`src/rtl/image_layer_sched.sv`:
```
// Layer sequencer for the 3x3 convolution pipeline: fetches each layer's
// parameter word, starts the pipeline, and tracks beats and stalls per layer.
module image_layer_sched #(
  parameter int LAYER_W     = 6,
  parameter int PARA_ADDR_W = 6,
  parameter int BEAT_CNT_W  = 24,
  parameter int WDOG_W      = 20
) (
  input  logic                   clk,
  input  logic                   rst,
  input  logic                   Cmd_Valid,
  output logic                   Cmd_Ready,
  input  logic [LAYER_W-1:0]     Cmd_First_Layer,
  input  logic [LAYER_W-1:0]     Cmd_Layer_Num,
  input  logic [WDOG_W-1:0]      Wdog_Limit,
  output logic [PARA_ADDR_W-1:0] Para_Addr,
  output logic                   Para_Rd_En,
  input  logic [255:0]           Para_Data,
  output logic [255:0]           REG_Para,
  output logic                   Start,
  input  logic                   Stride_Complete,
  input  logic                   Beat_Valid,
  input  logic                   Beat_Ready,
  output logic                   Layer_Busy,
  output logic [LAYER_W-1:0]     Cur_Layer,
  output logic [BEAT_CNT_W-1:0]  Layer_Beats,
  output logic                   Done,
  output logic                   Err_Timeout,
  output logic [2:0]             dbg_state
);

  // Handshakes: a command transfers on a cycle where Cmd_Valid && Cmd_Ready;
  // an output beat transfers on a cycle where Beat_Valid && Beat_Ready.
  typedef enum logic [2:0] {
    S_IDLE    = 3'd0,
    S_FETCH   = 3'd1,
    S_WAIT_RD = 3'd2,
    S_LOAD    = 3'd3,
    S_SETTLE  = 3'd4,
    S_START   = 3'd5,
    S_RUN     = 3'd6,
    S_DONE    = 3'd7
  } state_t;

  state_t                  state_q, state_d;
  logic [LAYER_W-1:0]      cur_layer_q, cur_layer_d;
  logic [LAYER_W-1:0]      rem_q, rem_d;
  logic [255:0]            reg_para_q, reg_para_d;
  logic [BEAT_CNT_W-1:0]   beat_q, beat_d;
  logic [BEAT_CNT_W-1:0]   layer_beats_q, layer_beats_d;
  logic [WDOG_W-1:0]       wdog_q, wdog_d;
  logic                    err_q, err_d;

  logic                    beat_fire;
  logic [BEAT_CNT_W-1:0]   beat_inc;
  logic [BEAT_CNT_W-1:0]   beat_total;
  logic [WDOG_W-1:0]       wdog_inc;
  logic                    wdog_hit;

  always_comb begin
    beat_fire  = Beat_Valid && Beat_Ready;
    beat_inc   = (beat_q == '1) ? beat_q : beat_q + BEAT_CNT_W'(1);
    beat_total = beat_fire ? beat_inc : beat_q;
    wdog_inc   = (wdog_q == '1) ? wdog_q : wdog_q + WDOG_W'(1);
    // A beat in the current cycle restarts the stall window, so it never times out.
    wdog_hit   = (Wdog_Limit != '0) && !beat_fire && (wdog_inc >= Wdog_Limit);
  end

  always_comb begin
    state_d       = state_q;
    cur_layer_d   = cur_layer_q;
    rem_d         = rem_q;
    reg_para_d    = reg_para_q;
    beat_d        = beat_q;
    layer_beats_d = layer_beats_q;
    wdog_d        = wdog_q;
    err_d         = err_q;
    case (state_q)
      S_IDLE: begin
        if (Cmd_Valid) begin
          cur_layer_d = Cmd_First_Layer;
          rem_d       = (Cmd_Layer_Num == '0) ? '0 : Cmd_Layer_Num - LAYER_W'(1);
          err_d       = 1'b0;
          state_d     = S_FETCH;
        end
      end
      S_FETCH:   state_d = S_WAIT_RD;
      S_WAIT_RD: state_d = S_LOAD;
      S_LOAD: begin
        reg_para_d = Para_Data;
        state_d    = S_SETTLE;
      end
      S_SETTLE:  state_d = S_START;
      S_START: begin
        beat_d  = '0;
        wdog_d  = '0;
        state_d = S_RUN;
      end
      S_RUN: begin
        beat_d = beat_total;
        wdog_d = beat_fire ? '0 : wdog_inc;
        // Completion takes priority over a watchdog hit in the same cycle.
        if (Stride_Complete) begin
          layer_beats_d = beat_total;
          if (rem_q != '0) begin
            rem_d       = rem_q - LAYER_W'(1);
            cur_layer_d = cur_layer_q + LAYER_W'(1);
            state_d     = S_FETCH;
          end else begin
            state_d = S_DONE;
          end
        end else if (wdog_hit) begin
          err_d   = 1'b1;
          state_d = S_DONE;
        end
      end
      S_DONE:    state_d = S_IDLE;
      default:   state_d = S_IDLE;
    endcase
  end

  always_ff @(posedge clk) begin
    if (rst) begin
      state_q       <= S_IDLE;
      cur_layer_q   <= '0;
      rem_q         <= '0;
      reg_para_q    <= '0;
      beat_q        <= '0;
      layer_beats_q <= '0;
      wdog_q        <= '0;
      err_q         <= 1'b0;
    end else begin
      state_q       <= state_d;
      cur_layer_q   <= cur_layer_d;
      rem_q         <= rem_d;
      reg_para_q    <= reg_para_d;
      beat_q        <= beat_d;
      layer_beats_q <= layer_beats_d;
      wdog_q        <= wdog_d;
      err_q         <= err_d;
    end
  end

  // State-decoded strobes are masked by rst so nothing fires in a reset cycle.
  assign Cmd_Ready   = !rst && (state_q == S_IDLE);
  assign Para_Rd_En  = !rst && (state_q == S_FETCH);
  assign Start       = !rst && (state_q == S_START);
  assign Done        = !rst && (state_q == S_DONE);
  assign Layer_Busy  = !rst && ((state_q == S_START) || (state_q == S_RUN));
  assign Para_Addr   = PARA_ADDR_W'(cur_layer_q);
  assign Cur_Layer   = cur_layer_q;
  assign REG_Para    = reg_para_q;
  assign Layer_Beats = layer_beats_q;
  assign Err_Timeout = err_q;
  assign dbg_state   = state_q;

endmodule

```
`config.mk`:
```
export PLATFORM = sky130hd
export DESIGN_NAME = image_layer_sched
export DESIGN_NICKNAME = d
export VERILOG_FILES = /design/src/rtl/image_layer_sched.sv
export SDC_FILE = /design/constraint.sdc
export NUM_CORES = 1
export LEC_CHECK = 0
export BUFFER_PORTS_ARGS = -buffer_cell sky130_fd_sc_hd__buf_4
export CORE_MARGIN = 5
export CORE_UTILIZATION = 25
export CTS_BUF_LIST = sky130_fd_sc_hd__clkbuf_16
export DETAILED_ROUTE_END_ITERATION = 10
export GPL_ROUTABILITY_DRIVEN = 0
export SLEW_MARGIN = 30
export SYNTH_ARGS = -nofsm -noshare
export SYNTH_HDL_FRONTEND = slang
export SYNTH_SLANG_ARGS = --single-unit
```
`constraint.sdc`:
```
create_clock -name clk -period 3.57 [get_ports clk]
set_input_delay 0.357 -clock clk [delete_from_list [all_inputs] [get_ports clk]]
set_output_delay 0.357 -clock clk [all_outputs]
set_load 0.02 [all_outputs]
```
Word-level counts from Yosys, hierarchy flattened --
Cells that the tools add are included.
Word-level totals: word-level logic and storage cells 74, output and inout bits 301, input port bits 294, register bits 340
Operators by class: muxes and demuxes 24, eq/ne operators 15, magnitude comparators 1, reduce and logical (&&, ||, !) cells 21, add/subtract/negate cells 5
Operators by type and width (count):
- $mux W24 | 2
- $pmux W24 S2 | 1
- $mux W6 | 7
- $mux W20 | 2
- $pmux W20 S2 | 1
- $add A24 B1 Y24 const B | 1
- $eq A24 B24 Y1 const B | 1
- $pmux W3 S8 | 1
- $pmux W6 S2 | 2
- $add A20 B1 Y20 const B | 1
- $eq A20 B20 Y1 const B | 1
- $ge A20 B20 Y1 | 1
- $reduce_bool A20 Y1 | 1
- $eq A3 B3 Y1 const B | 4
- $mux W3 | 4
- $sub A6 B1 Y6 const B | 2
- $ne A2 B2 Y1 const B | 5
- $logic_and A1 B1 Y1 | 8
- $reduce_and A4 Y1 | 2
- $add A6 B1 Y6 const B | 1
- $eq A3 B2 Y1 const B | 2
- $logic_not A6 Y1 | 1
- $reduce_bool A6 Y1 | 1
- $reduce_and A2 Y1 | 2
- 8 further kinds | 12

Depth between registers and ports, before layout --
Gate-level depths: netlist (run 1).
word-level depth 7, mapped depth 13, gate-level depth less buffers 12

Worst setup path before layout (run 1) --
OpenSTA, ideal clock, no wires.
path kind register to register, from register wdog_q[0], to register err_q (netlist: Err_Timeout), buffers on the path 0, required time 3.444 ns, path slack 0.709 ns, arrival time 2.735 ns, setup time 0.126 ns, clock period less this slack 2.861 ns, stages on the path, launching flop included 13, cell sequence dfxtp_1 > ha_1 > nand4_1 > or4_1 > o21ai_0 > nor2_1 > xor2_1 > ha_1 > a211o_1 > a21oi_1 > o31ai_1 > a22oi_1 > a21oi_1
Between the ends: word-level cells in the longest chain between the ends 6, elaborated cells on any way between the ends 7, classes of those cells add/sub: 1; order compare: 1; eq/ne: 2; mux: 1; reduce/logical: 2
Ends and longest elaborated chain:
- start, declared | line 51 | logic [WDOG_W-1:0] wdog_q, wdog_d;
- start signal, assigned | line 139 | wdog_q <= wdog_d;
- $add A20 B1 Y20 / $eq A20 B20 Y1 (equally long branches) | line 64 | wdog_inc = (wdog_q == '1) ? wdog_q : wdog_q + WDOG_W'(1);
- $mux W20 * | line 64
- $ge A20 B20 Y1 * | line 66 | wdog_hit = (Wdog_Limit != '0) && !beat_fire && (wdog_inc >= Wdog_Limit);
- $logic_and A1 B1 Y1 * | line 66
- $ne A2 B2 Y1 (no line) *
- $reduce_and A4 Y1 (no line) *
- end signal, assigned | line 140 | err_q <= err_d;
- end, declared | line 52 | logic err_q, err_d;
Every way passes the cells marked *; elsewhere a longest branch is shown, timed or not. A chain may end at the register's enable or synchronous reset.

Worst setup path after layout (run 1) --
Same ends and word-level chain as after synthesis.

==> results of run 1 <==
[path summary, 6_finish.rpt]
| kind | end | slack [ns] | startpoint | cells past startpoint |
|---|---|---|---|---|
| setup reg to reg | Err_Timeout$_SDFFE_PP0P_ | 0.45 | wdog_q[0]$_SDFFE_PP0N_ | 12 |
| setup / recovery | Err_Timeout$_SDFFE_PP0P_ | 0.45 | wdog_q[0]$_SDFFE_PP0N_ | 12 |
| hold reg to reg | Layer_Beats[16]$_SDFFE_PP0P_ | 0.45 | Layer_Beats[16]$_SDFFE_PP0P_ | 2 |
| hold / removal | REG_Para[85]$_SDFFE_PP0N_ | 0.05 | Para_Data[85] | 3 |
[worst max-delay path, cell delays in order (launching register included)]
cell and delay, ns:
dfxtp_1 0.42, ha_1 0.26, nand4_1 0.13, or4_1 0.49, o21ai_1 0.30, nor2_1 0.12, xor2_1 0.16, ha_1 0.30
a211o_1 0.26, a21oi_1 0.13, o31ai_1 0.13, a22oi_1 0.21, a21oi_1 0.10
[registers in the layout (all words and copies together), names as in the netlist]
register,count
REG_Para,256
rem_q,6
Cur_Layer,6
beat_q,24
dbg_state,3
Layer_Beats,24
Err_Timeout,1
wdog_q,20
[cell usage in the layout, fill, tap and decap left out, types with 4 or more instances in the layout]
cell type	instances
clkinv_1	9
nand3b_1	4
o21ai_0	40
a311oi_1	4
buf_12	4
a31oi_1	30
or4_1	4
nor4_1	12
xnor2_1	23
o22ai_1	4
or2_2	6
nor2b_1	6
a21oi_1	307
a211oi_1	26
a22o_1	4
a41oi_1	5
o31ai_1	4
nor3b_1	5
mux2i_1	4
xor2_1	12
nand4_1	14
nand2_1	578
and4_1	7
nor3_1	18
nor2_1	48
inv_1	40
or3_1	9
and3_1	10
nand3_1	14
nand2b_1	8
o211ai_1	5
clkbuf_16	42
buf_4	608
and2_1	6
a21o_1	7
bufinv_16	4
o21a_1	7
ha_1	26
dfxtp_1	340
clkinvlp_4	4
[metal layers]
metal | wire [um] | up-vias | share of wire [%] | track usage, %
li1 | - | 7168 | - | -
met1 | 21000 | 6698 | 39 | 19.5
met2 | 25700 | 538 | 48 | 26.0
met3 | 4700 | 106 | 8.8 | 5.03
met4 | 1840 | 2 | 3.5 | 6.35
met5 | 7 | - | 0.013 | 0
[power groups by stage]
stage | registers (W) | clock network, W | logic [W]
detailed placement | 0.00401 | 0 | 0.000828
CTS | 0.00393 | 0.00430 | 0.000830
global route | 0.00394 | 0.00445 | 0.000897
finish | 0.00393 | 0.00416 | 0.000826
global placement | 0.00400 | 0 | 0.000818
floorplan | 0.00408 | 0 | 0.000281
[what timing repair did]
item                                    in CTS  in global routing
gates resized for setup                      0                  1
buffers inserted                             0                  0
endpoints found under the setup margin       0                  2
hold buffers                                 0                  0
[final cells by class]
class,instances,area [um2],area share [%]
antenna,3,7.51,0.0366
clock buffer,42,1050,5.12
clock inverter,35,293,1.43
inverter,31,116,0.567
multi-input combinational,1300,6640,32.3
sequential,340,6810,33.2
tap,756,946,4.61
timing repair buffer,613,4660,22.7
[through the flow]
| stage | utilization [%] | cell area [um2] | setup slack [ns] | cells | hold slack (ns) |
|---|---|---|---|---|---|
| 4_1_cts | 36.5 | 20500 | 0.322 | 3117 | 0.000894 |
| 6_report | 36.5 | 20500 | 0.454 | 3120 | 0.0492 |
| 2_1_floorplan | - | 14100 | 0.709 | 1814 | 0.453 |
| 5_1_grt | 36.5 | 20500 | 0.110 | 3117 | 0.0213 |
| 3_5_place_dp | 34.1 | 19200 | 0.350 | 3040 | 0.446 |
| 3_3_place_gp | 34.1 | 19200 | 0.380 | 3040 | 0.443 |
[kinds of logic (layout without fill, tap and decap cells)]
kind of cell	Yosys count	count (layout)	synth area share, %
and+or+nand+nor	766	766	23.3
AOI/OAI and AO/OA	468	468	18.7
DFF	340	340	48.2
buffers and inverters	174	721	4.92
xor gates and xnor gates	35	35	2.17
adders and majority gates	26	26	2.30
muxes	5	5	0.363
other	0	3	0
==> results.py, run 1 <==
metrics = {
    "outcome": {
        "status": "completed",
    },
    "cells_and_area": {
        "drive_above_1_share_pct": 29.5,
        "num-fill-cells": 5884,
        "nets": 2648,
        "area_delta_synth_final_pct": 45.3,
    },
    "route": {
        "dr.pass1.iters": 5,
        "wire_per_inst_um": 17.1,
        "num_vias": 14500,
        "avgViaCountPerCell": 4.65,
        "route.detailed.drc": 0,
        "dr.first_iter.drc_count": 798,
        "drt-total-wl_um": 53300,
        "antenna_left": 0,
    },
    "placed_design": {
        "port_buffers": 594,
        "hpwl_um": 39500,
    },
    "synth": {
        "synth_most_common_cell": "nand2_1",
        "synth_area_leaders": "dfxtp_1, nand2_1, a21oi_1, clkbuf_1, ha_1",
        "ys_warn_count": 0,
        "synth-edff-count": 0,
        "syn_avg_cell_area_um2": 7.79,
        "netlist_top_cells_count": "nand2_1, dfxtp_1, a21oi_1",
        "synth.distinct_cells": 68,
        "syn_inst": 1814,
        "synth_top_area_share_pct": 48.2,
        "synth_top_cell_by_area": "dfxtp_1",
        "synthArstFlopShare_pct": 0,
        "syn_nets": 2134,
        "ys_seq_area_share_pct": 48.2,
        "synth-seq-cells": 340,
        "syn_area_um2": 14100,
        "synth-main-ff-cell": "dfxtp_1",
    },
    "worst_setup_path": {
        "criticalPathCategory": "reg -> reg",
        "arrival_ns": 3.55,
        "cp_max_fo": 6,
        "crit_path_end_kind": "register",
        "crit_required_ns": 4.00,
        "setup.worst_path.start_class": "register",
    },
    "clock_tree": {
        "cts_buffers": 42,
        "cts_sinks": 340,
        "insertion_delay_ns": 0.55,
        "clockBufferDepth": 3,
        "path_clk_slew_ns": 0.06,
        "htree_num_levels": 2,
        "clockRootBuffer": "clkbuf_16",
        "cts_tree": "done",
    },
    "timing": {
        "rsz0062_at_grt": "false",
        "fin_worst_skew_ns": 0.0132,
        "finalCriticalPeriod_ns": 3.12,
        "setup_viol": 0,
        "drv_slew": 0,
        "fmax_mhz": 321,
        "relSlewSlack_pct": 31.4,
        "fin_tns_setup_ns": 0,
        "finalCritPeriodShare_pct": 87.3,
        "worstMarginPinSlew_ns": 1.03,
        "finalHoldViolCount": 0,
    },
    "power_and_ir_drop": {
        "swShare_pct": 24.8,
        "p_seq_share_pct": 44.1,
        "pwr-share-clk_pct": 46.7,
        "p_sw_w": 0.00221,
        "total_power_w": 0.00891,
        "vdd.ir_drop.worst_mv": 0.345,
        "combPwrFrac_pct": 9.3,
        "cellPowerDensity_nw_per_um2": 434,
        "leakagePower_nw": 8.33,
        "p_int_w": 0.00671,
    },
    "grt": {
        "grt_pass1_wl_um": 79100,
        "grt_usage_pct": 15.9,
        "antenna_found_initial": 1,
        "grt_max_degree": 163,
        "grt_pass1_vias": 14100,
        "overflow": 0,
    },
    "hold_path": {
        "hp-class": "in -> reg",
    },
    "floorplan": {
        "core_um2": 56200,
        "start_util_pct": 25.1,
        "die_w_um": 248,
        "ios": 595,
        "die_h_um": 248,
        "row_count": 87,
        "die_area_um2": 61300,
    },
    "flow_run": {
        "max_cap_violations": 0,
    },
}
(Power assumes the default switching activity.)
==> inputs of run 2 (changes only) <==
--- a/config.mk
+++ b/config.mk
@@ -11,6 +11,7 @@
 export CTS_BUF_LIST = sky130_fd_sc_hd__clkbuf_16
 export DETAILED_ROUTE_END_ITERATION = 10
 export GPL_ROUTABILITY_DRIVEN = 0
+export PLACE_DENSITY = 0.6
 export SLEW_MARGIN = 30
 export SYNTH_ARGS = -nofsm -noshare
 export SYNTH_HDL_FRONTEND = slang
==> constraint.sdc (replaced) <==
create_clock -name clk -period 2.8 [get_ports clk]
set_input_delay 0.28 -clock clk [delete_from_list [all_inputs] [get_ports clk]]
set_output_delay 0.28 -clock clk [all_outputs]
set_load 0.02 [all_outputs]
==> run 2 against run 1 <==
Compared with the run above: via count is 10% higher; largest power group unchanged; sequential share of layout area down 4.2 points; routed wire length rose by 7.3%; largest cell class is now non-clock buffers; count of clock-buffer cells in the layout stayed put; cell count rose by 9.3%; first-iteration DRC count rose by 14%.
==> results.py, run 2 (synthesis gave the netlist of run 1 again) <==
metrics = {
    "worst_setup_path": {
        "criticalPathCategory": "reg -> reg",
        "worstReg2RegEnd": "dbg_state[0]$_SDFFE_PP0P_",
        "crit_path_end_kind": "register",
        "crit_required_ns": 3.24,
        "cp_num_buf_inv": 1,
        "r2r-start": "wdog_q[1]$_SDFFE_PP0N_",
        "cp_max_fo": 3,
        "arrival_ns": 3.20,
        "ff2ff_setup_slack_ns": 0.03,
        "setup.worst_path.start_class": "register",
        "path_cells": "ha_4, nand4_1, or4_4, buf_6, o211ai_1, xnor2_1, ha_1, a21oi_2, o21a_1, o221ai_2, nor3_2, a21oi_1",
        "worstRegToRegCells": 12,
        "max_stage_delay_ns": 0.56,
        "cp_slowest_cell": "or4_4",
        "crit_family": "simple AND/OR/NAND/NOR gates",
    },
    "route": {
        "drt-total-wl_um": 57200,
        "avgViaCountPerCell": 4.70,
        "route.detailed.drc": 0,
        "antenna_left": 0,
        "dr.first_iter.drc_count": 907,
        "num_vias": 16000,
        "dr.pass1.iters": 6,
        "wire_per_inst_um": 16.8,
    },
    "grt": {
        "grt_usage_pct": 17.2,
        "antenna_found_initial": 1,
        "grt_max_degree": 153,
        "grt_pass1_wl_um": 86100,
        "grt_pass1_vias": 16000,
        "overflow": 0,
    },
    "timing": {
        "fin_worst_skew_ns": 0.0186,
        "drv_slew": 0,
        "rsz0062_at_grt": "true",
        "finalHoldViolCount": 0,
        "setup_viol": 0,
        "worstMarginPinSlew_ns": 0.934,
        "finalCriticalPeriod_ns": 2.77,
        "relSlewSlack_pct": 37.7,
        "fin_hold_ws_ns": 0.0643,
        "finalWorstSetupSlack_ns": 0.0340,
        "finalCritPeriodShare_pct": 98.8,
        "fmax_mhz": 362,
    },
    "clock_tree": {
        "htree_num_levels": 2,
        "path_clk_slew_ns": 0.05,
        "clockBufferDepth": 3,
        "cts_tree": "done",
        "cts_sinks": 340,
        "clockRootBuffer": "clkbuf_16",
        "cts_buffers": 42,
        "insertion_delay_ns": 0.57,
    },
    "floorplan": {
        "ios": 595,
        "die_h_um": 248,
        "die_w_um": 248,
        "start_util_pct": 25.1,
        "core_um2": 56200,
        "die_area_um2": 61300,
        "row_count": 87,
    },
    "cells_and_area": {
        "layout_commonest_cell": "buf_4",
        "drive_above_1_share_pct": 28.3,
        "final_util_pct": 41.8,
        "num-fill-cells": 5469,
        "nets": 2939,
        "largest_register_ffs": 256,
        "final_cell_mix": "buf_4, nand2_1, dfxtp_1",
        "area_delta_synth_final_pct": 66.3,
    },
    "power_and_ir_drop": {
        "leakagePower_nw": 9.64,
        "vdd.ir_drop.worst_mv": 0.420,
        "cellPowerDensity_nw_per_um2": 503,
        "total_power_w": 0.0118,
    },
    "placed_design": {
        "hpwl_um": 40100,
        "port_buffers": 594,
        "post-place-ws_ns": -0.0770,
    },
    "hold_path": {
        "hp-start": "Para_Data[207]",
        "min_to": "REG_Para[207]$_SDFFE_PP0N_",
        "hp-class": "in -> reg",
        "hold_depth": 3,
    },
    "flow_run": {
        "max_cap_violations": 0,
    },
    "outcome": {
        "status": "completed",
    },
}
==> run 2: worst max-delay path by stage <==
stage | start | end | slack, ns | cells after the start
2_1_floorplan | wdog_q[0]$_SDFFE_PP0N_ | Err_Timeout$_SDFFE_PP0P_ | 0.01 | 12
3_3_place_gp | wdog_q[5]$_SDFFE_PP0N_ | Err_Timeout$_SDFFE_PP0P_ | -0.03 | 10
3_5_place_dp | wdog_q[4]$_SDFFE_PP0N_ | Err_Timeout$_SDFFE_PP0P_ | -0.08 | 12
4_1_cts | wdog_q[9]$_SDFFE_PP0N_ | dbg_state[0]$_SDFFE_PP0P_ | 0.002 | 12
5_1_grt | wdog_q[1]$_SDFFE_PP0N_ | dbg_state[0]$_SDFFE_PP0P_ | -0.13 | 12
6_report | wdog_q[1]$_SDFFE_PP0N_ | dbg_state[0]$_SDFFE_PP0P_ | 0.03 | 12
==> run 2: per-stage QoR <==
| step | setup TNS (ns) | cells | cell area, um2 |
|---|---|---|---|
| 3_5_place_dp | -0.153 | 3079 | 19500 |
| 3_3_place_gp | -0.0578 | 3079 | 19500 |
| 4_1_cts | 0 | 3405 | 23400 |
| 2_1_floorplan | 0 | 1814 | 14100 |
| 6_report | 0 | 3409 | 23500 |
| 5_1_grt | -0.246 | 3407 | 23500 |
==> run 2: layer usage <==
metal / up-vias / GRT usage [%] / routed length (um)
met1: 7506 / 20.1 / 22200
met3: 135 / 4.73 / 4560
met2: 635 / 29.6 / 28100
met5: - / 0 / 0
met4: 0 / 7.47 / 2440
li1: 7753 / - / -
==> run 2: worst register-to-register path, delay by kind of cell (launching register included) <==
kind / cells / cell delay (ns)
AOI/OAI and AO/OA: 5 / 0.72
xor gates and xnor gates: 1 / 0.13
adders and majority gates: 2 / 0.48
buffers and inverters: 1 / 0.14
DFF: 1 / 0.34
and+or+nand+nor: 3 / 0.83
==> run 2: what timing repair did <==
item / 4_1_cts / 5_1_grt
hold endpoints to repair: 250 / 0
buffers inserted: 0 / 2
setup endpoints to repair: 2 / 2
hold buffers: 250 / 0
pin swaps: 2 / 14
resized for setup: 4 / 15
==> run 2: power by group <==
part	total [W]	internal, W	switching (W)
Clock	0.00542	0.00321	0.00221
Combinational	0.00137	0.000741	0.000633
Sequential	0.00501	0.00494	0.0000765
Total	0.0118	0.00889	0.00292
==> run 2: cell type report <==
class                      instances  area (um2)  share of cell area, %
antenna                            2        5.00                 0.0213
clock buffer                      42        1050                   4.48
multi-input combinational       1300        6700                   28.5
clock inverter                    34         320                   1.36
sequential                       340        6810                   29.0
inverter                          31         116                  0.495
tap                              756         946                   4.03
timing repair buffer             904        7540                   32.1
==> inputs of run 3 (changes only) <==
--- a/config.mk
+++ b/config.mk
@@ -5,6 +5,7 @@
 export SDC_FILE = /design/constraint.sdc
 export NUM_CORES = 1
 export LEC_CHECK = 0
+export ABC_AREA = 1
 export BUFFER_PORTS_ARGS = -buffer_cell sky130_fd_sc_hd__buf_4
 export CORE_MARGIN = 5
 export CORE_UTILIZATION = 25
@@ -12,6 +13,7 @@
 export DETAILED_ROUTE_END_ITERATION = 10
 export GPL_ROUTABILITY_DRIVEN = 0
 export PLACE_DENSITY = 0.6
+export RECOVER_POWER = 25
 export SLEW_MARGIN = 30
 export SYNTH_ARGS = -nofsm -noshare
 export SYNTH_HDL_FRONTEND = slang
==> run 3 against run 2 <==
Compared with the run above: worst hold slack better by 0.065 ns; critical path depth up 7; critical path type unchanged; count of clock-buffer cells in the layout grew 1; design area down 1.9%; via count is essentially flat; clock skew is 0.0048 ns higher; synthesized cell count increased by 9.6%; sequential power grew 4.4%; cell count is 5.6% higher.
==> results.py, run 3 <==
metrics = {
    "cells_and_area": {
        "num-fill-cells": 5870,
        "nets": 3117,
        "area_delta_synth_final_pct": 60.2,
        "drive_above_1_share_pct": 20.8,
        "layout_commonest_cell": "nor2_1",
        "seq_area_um2": 6810,
        "final_cell_mix": "nor2_1, buf_4, dfxtp_1",
        "multi_input_area_um2": 6700,
        "largest_register_ffs": 256,
    },
    "grt": {
        "grt_pass1_wl_um": 91100,
        "grt_busiest_layer": "met2",
        "grt_max_degree": 87,
        "grt_use_met2_pct": 31.9,
        "grt_pass1_vias": 16000,
        "grt_usage_pct": 17.9,
        "overflow": 0,
        "grt_use_met1_pct": 20.6,
        "antenna_found_initial": 6,
        "grt_use_met3_pct": 4.15,
    },
    "synth": {
        "yosys.area_share.simple_pct": 27.6,
        "synthXorXnorAreaFrac_pct": 1.71,
        "synth_top_area_share_pct": 47.3,
        "synth-main-ff-cell": "dfxtp_1",
        "synthArstFlopShare_pct": 0,
        "synth-edff-count": 0,
        "ys_seq_area_share_pct": 47.3,
        "syn_area_um2": 14400,
        "syn_inst": 1988,
        "synth.distinct_cells": 44,
        "syn_nets": 2308,
        "netlist_top_cells_count": "nor2_1, dfxtp_1, o21ai_0",
        "syn_avg_cell_area_um2": 7.23,
        "synth-seq-cells": 340,
        "synth_top_family_by_area": "simple AND/OR/NAND/NOR gates",
        "synth_top_cell_by_area": "dfxtp_1",
        "muxShareOfSynthArea_pct": 0,
        "synth_most_common_cell": "nor2_1",
        "ys_warn_count": 0,
        "synth_compound_area_share_pct": 14.8,
        "synth_area_leaders": "dfxtp_1, nor2_1, o21ai_0, nand2_1, a21oi_1",
        "synth_fa_ha_area_share_pct": 2.26,
    },
    "timing": {
        "finalCritPeriodShare_pct": 93.7,
        "fin_worst_skew_ns": 0.0235,
        "drv_slew": 0,
        "fin_hold_ws_ns": 0.130,
        "finalHoldViolCount": 0,
        "setup_viol": 0,
        "finalWorstSetupSlack_ns": 0.175,
        "finalCriticalPeriod_ns": 2.62,
        "fin_tns_setup_ns": 0,
        "fmax_mhz": 381,
        "worstMarginPinSlew_ns": 0.582,
        "relSlewSlack_pct": 61.2,
    },
    "worst_setup_path": {
        "cp_max_fo": 4,
        "crit_required_ns": 3.28,
        "criticalPathCategory": "reg -> reg",
        "setup.worst_path.start_class": "register",
        "cpMostUsedCell": "nand2_1",
        "arrival_ns": 3.10,
        "path_cells": "ha_2, nand2_2, nor2_4, nand2_1, nor2_1, inv_1, nor2_1, nand2_1, nand2_1, nand2_2, ha_1, nand2_1, nor2_2, nand2_1, nor2_1, nand2_1, nand4_1, nand3_1, a21oi_1",
        "max_stage_delay_ns": 0.36,
        "ff2ff_setup_slack_ns": 0.18,
        "cp-startpoint": "wdog_q[0]$_SDFFE_PP0N_",
        "crit_path_end_kind": "register",
        "cp_slowest_cell": "dfxtp_2",
        "r2r-start": "wdog_q[0]$_SDFFE_PP0N_",
    },
    "route": {
        "wire_per_inst_um": 16.7,
        "avgViaCountPerCell": 4.46,
        "route.detailed.drc": 0,
        "dr.first_iter.drc_count": 893,
        "antenna_left": 0,
        "num_vias": 16000,
        "drt-total-wl_um": 60000,
        "dr.pass1.iters": 5,
    },
    "hold_path": {
        "hp-start": "Cmd_Layer_Num[0]",
        "hp-class": "in -> reg",
    },
    "power_and_ir_drop": {
        "cellPowerDensity_nw_per_um2": 548,
        "pwr-share-clk_pct": 42.5,
        "swShare_pct": 27.4,
        "combPwrFrac_pct": 16.0,
        "leakagePower_nw": 10.5,
        "p_sw_w": 0.00346,
        "vdd.ir_drop.worst_mv": 0.416,
        "p_seq_share_pct": 41.4,
        "p_int_w": 0.00916,
    },
    "floorplan": {
        "row_count": 88,
        "die_w_um": 250,
        "start_util_pct": 25.1,
        "die_area_um2": 62400,
        "die_h_um": 250,
        "ios": 595,
        "core_um2": 57400,
    },
    "placed_design": {
        "port_buffers": 594,
        "post-place-ws_ns": 0.116,
        "hpwl_um": 42200,
    },
    "clock_tree": {
        "clockRootBuffer": "clkbuf_16",
        "cts_sinks": 340,
        "path_clk_slew_ns": 0.06,
        "cts_tree": "done",
        "cts_buffers": 42,
        "insertion_delay_ns": 0.56,
        "clockBufferDepth": 3,
        "htree_num_levels": 2,
    },
    "outcome": {
        "status": "completed",
    },
    "flow_run": {
        "max_cap_violations": 0,
    },
}
run 3: changes by cell type after synthesis, moves of 11 or more:
cell      previous run  this run
nand3_1             14        57
a31oi_1             30         3
nand2_2              0        17
a21oi_1            308        86
xnor2_1             23         6
a211oi_1            26         2
clkbuf_1           119        93
o21ai_0             41       297
nor4_1              12         1
inv_1               31        91
nand2_1            578       246
nor2_1              49       587
run 3: final cells by class:
type | count | share of cell area, %
multi-input cells | 1429 | 29.1
clock inverters | 32 | 1.21
inverters | 95 | 1.61
diodes | 6 | 0.0652
well taps | 765 | 4.16
flip-flops and latches | 340 | 29.6
repair buffers | 889 | 29.7
clock buffers | 43 | 4.67
run 3: metal layers:
layer,wire (um),share of wire [%]
met1,23500,39
met2,30200,50
met3,3710,6.2
met4,2610,4.3
met5,9,0.015
run 3: through the flow:
stage               util [%]  cell area, um2  power [W]  instances
floorplan                  -           14400    0.00617       1988
global placement        34.2           19600    0.00711       3257
detailed placement      34.2           19600    0.00712       3257
CTS                     41.1           23600     0.0128       3592
global route            40.1           23000     0.0131       3596
finish                  40.2           23000     0.0126       3599
run 3: final timing paths:
path	cells past startpoint	end
worst max-delay path	19	dbg_state[0]$_SDFFE_PP0P_
worst max register to register	19	dbg_state[0]$_SDFFE_PP0P_
worst min register to register	2	Layer_Beats[13]$_SDFFE_PP0P_
worst min-delay path	4	rem_q[0]$_SDFFE_PP0P_
run 3: logic make-up (layout without fill, tap and decap cells):
logic type,Yosys count,count (layout)
xor+xnor,28,28
other cells,0,6
buf+inv,219,1059
flops,340,340
fa+ha+maj,26,26
compound gates,412,412
simple gates,963,963
run 3: worst max-delay path: cells and delay by family, from the launching register on:
| kind | cells | cell delay [ns] |
|---|---|---|
| simple gates | 15 | 1.51 |
| fa+ha+maj | 2 | 0.49 |
| compound gates | 1 | 0.12 |
| flops | 1 | 0.36 |
| buf+inv | 1 | 0.07 |
run 3: power groups by stage:
stage / registers [W] / clock network [W] / logic, W
after CTS: 0.00523 / 0.00551 / 0.00211
after detailed placement: 0.00533 / 0 / 0.00179
after global placement: 0.00532 / 0 / 0.00179
after global routing: 0.00526 / 0.00570 / 0.00218
final: 0.00523 / 0.00537 / 0.00202
after floorplan: 0.00558 / 0 / 0.000585
run 3: what timing repair did:
item,4_1_cts,5_1_grt
setup buffers,0,1
hold buffers,260,0
endpoints found under the hold margin,260,0
endpoints found under the setup margin,0,2
resized for setup,0,6
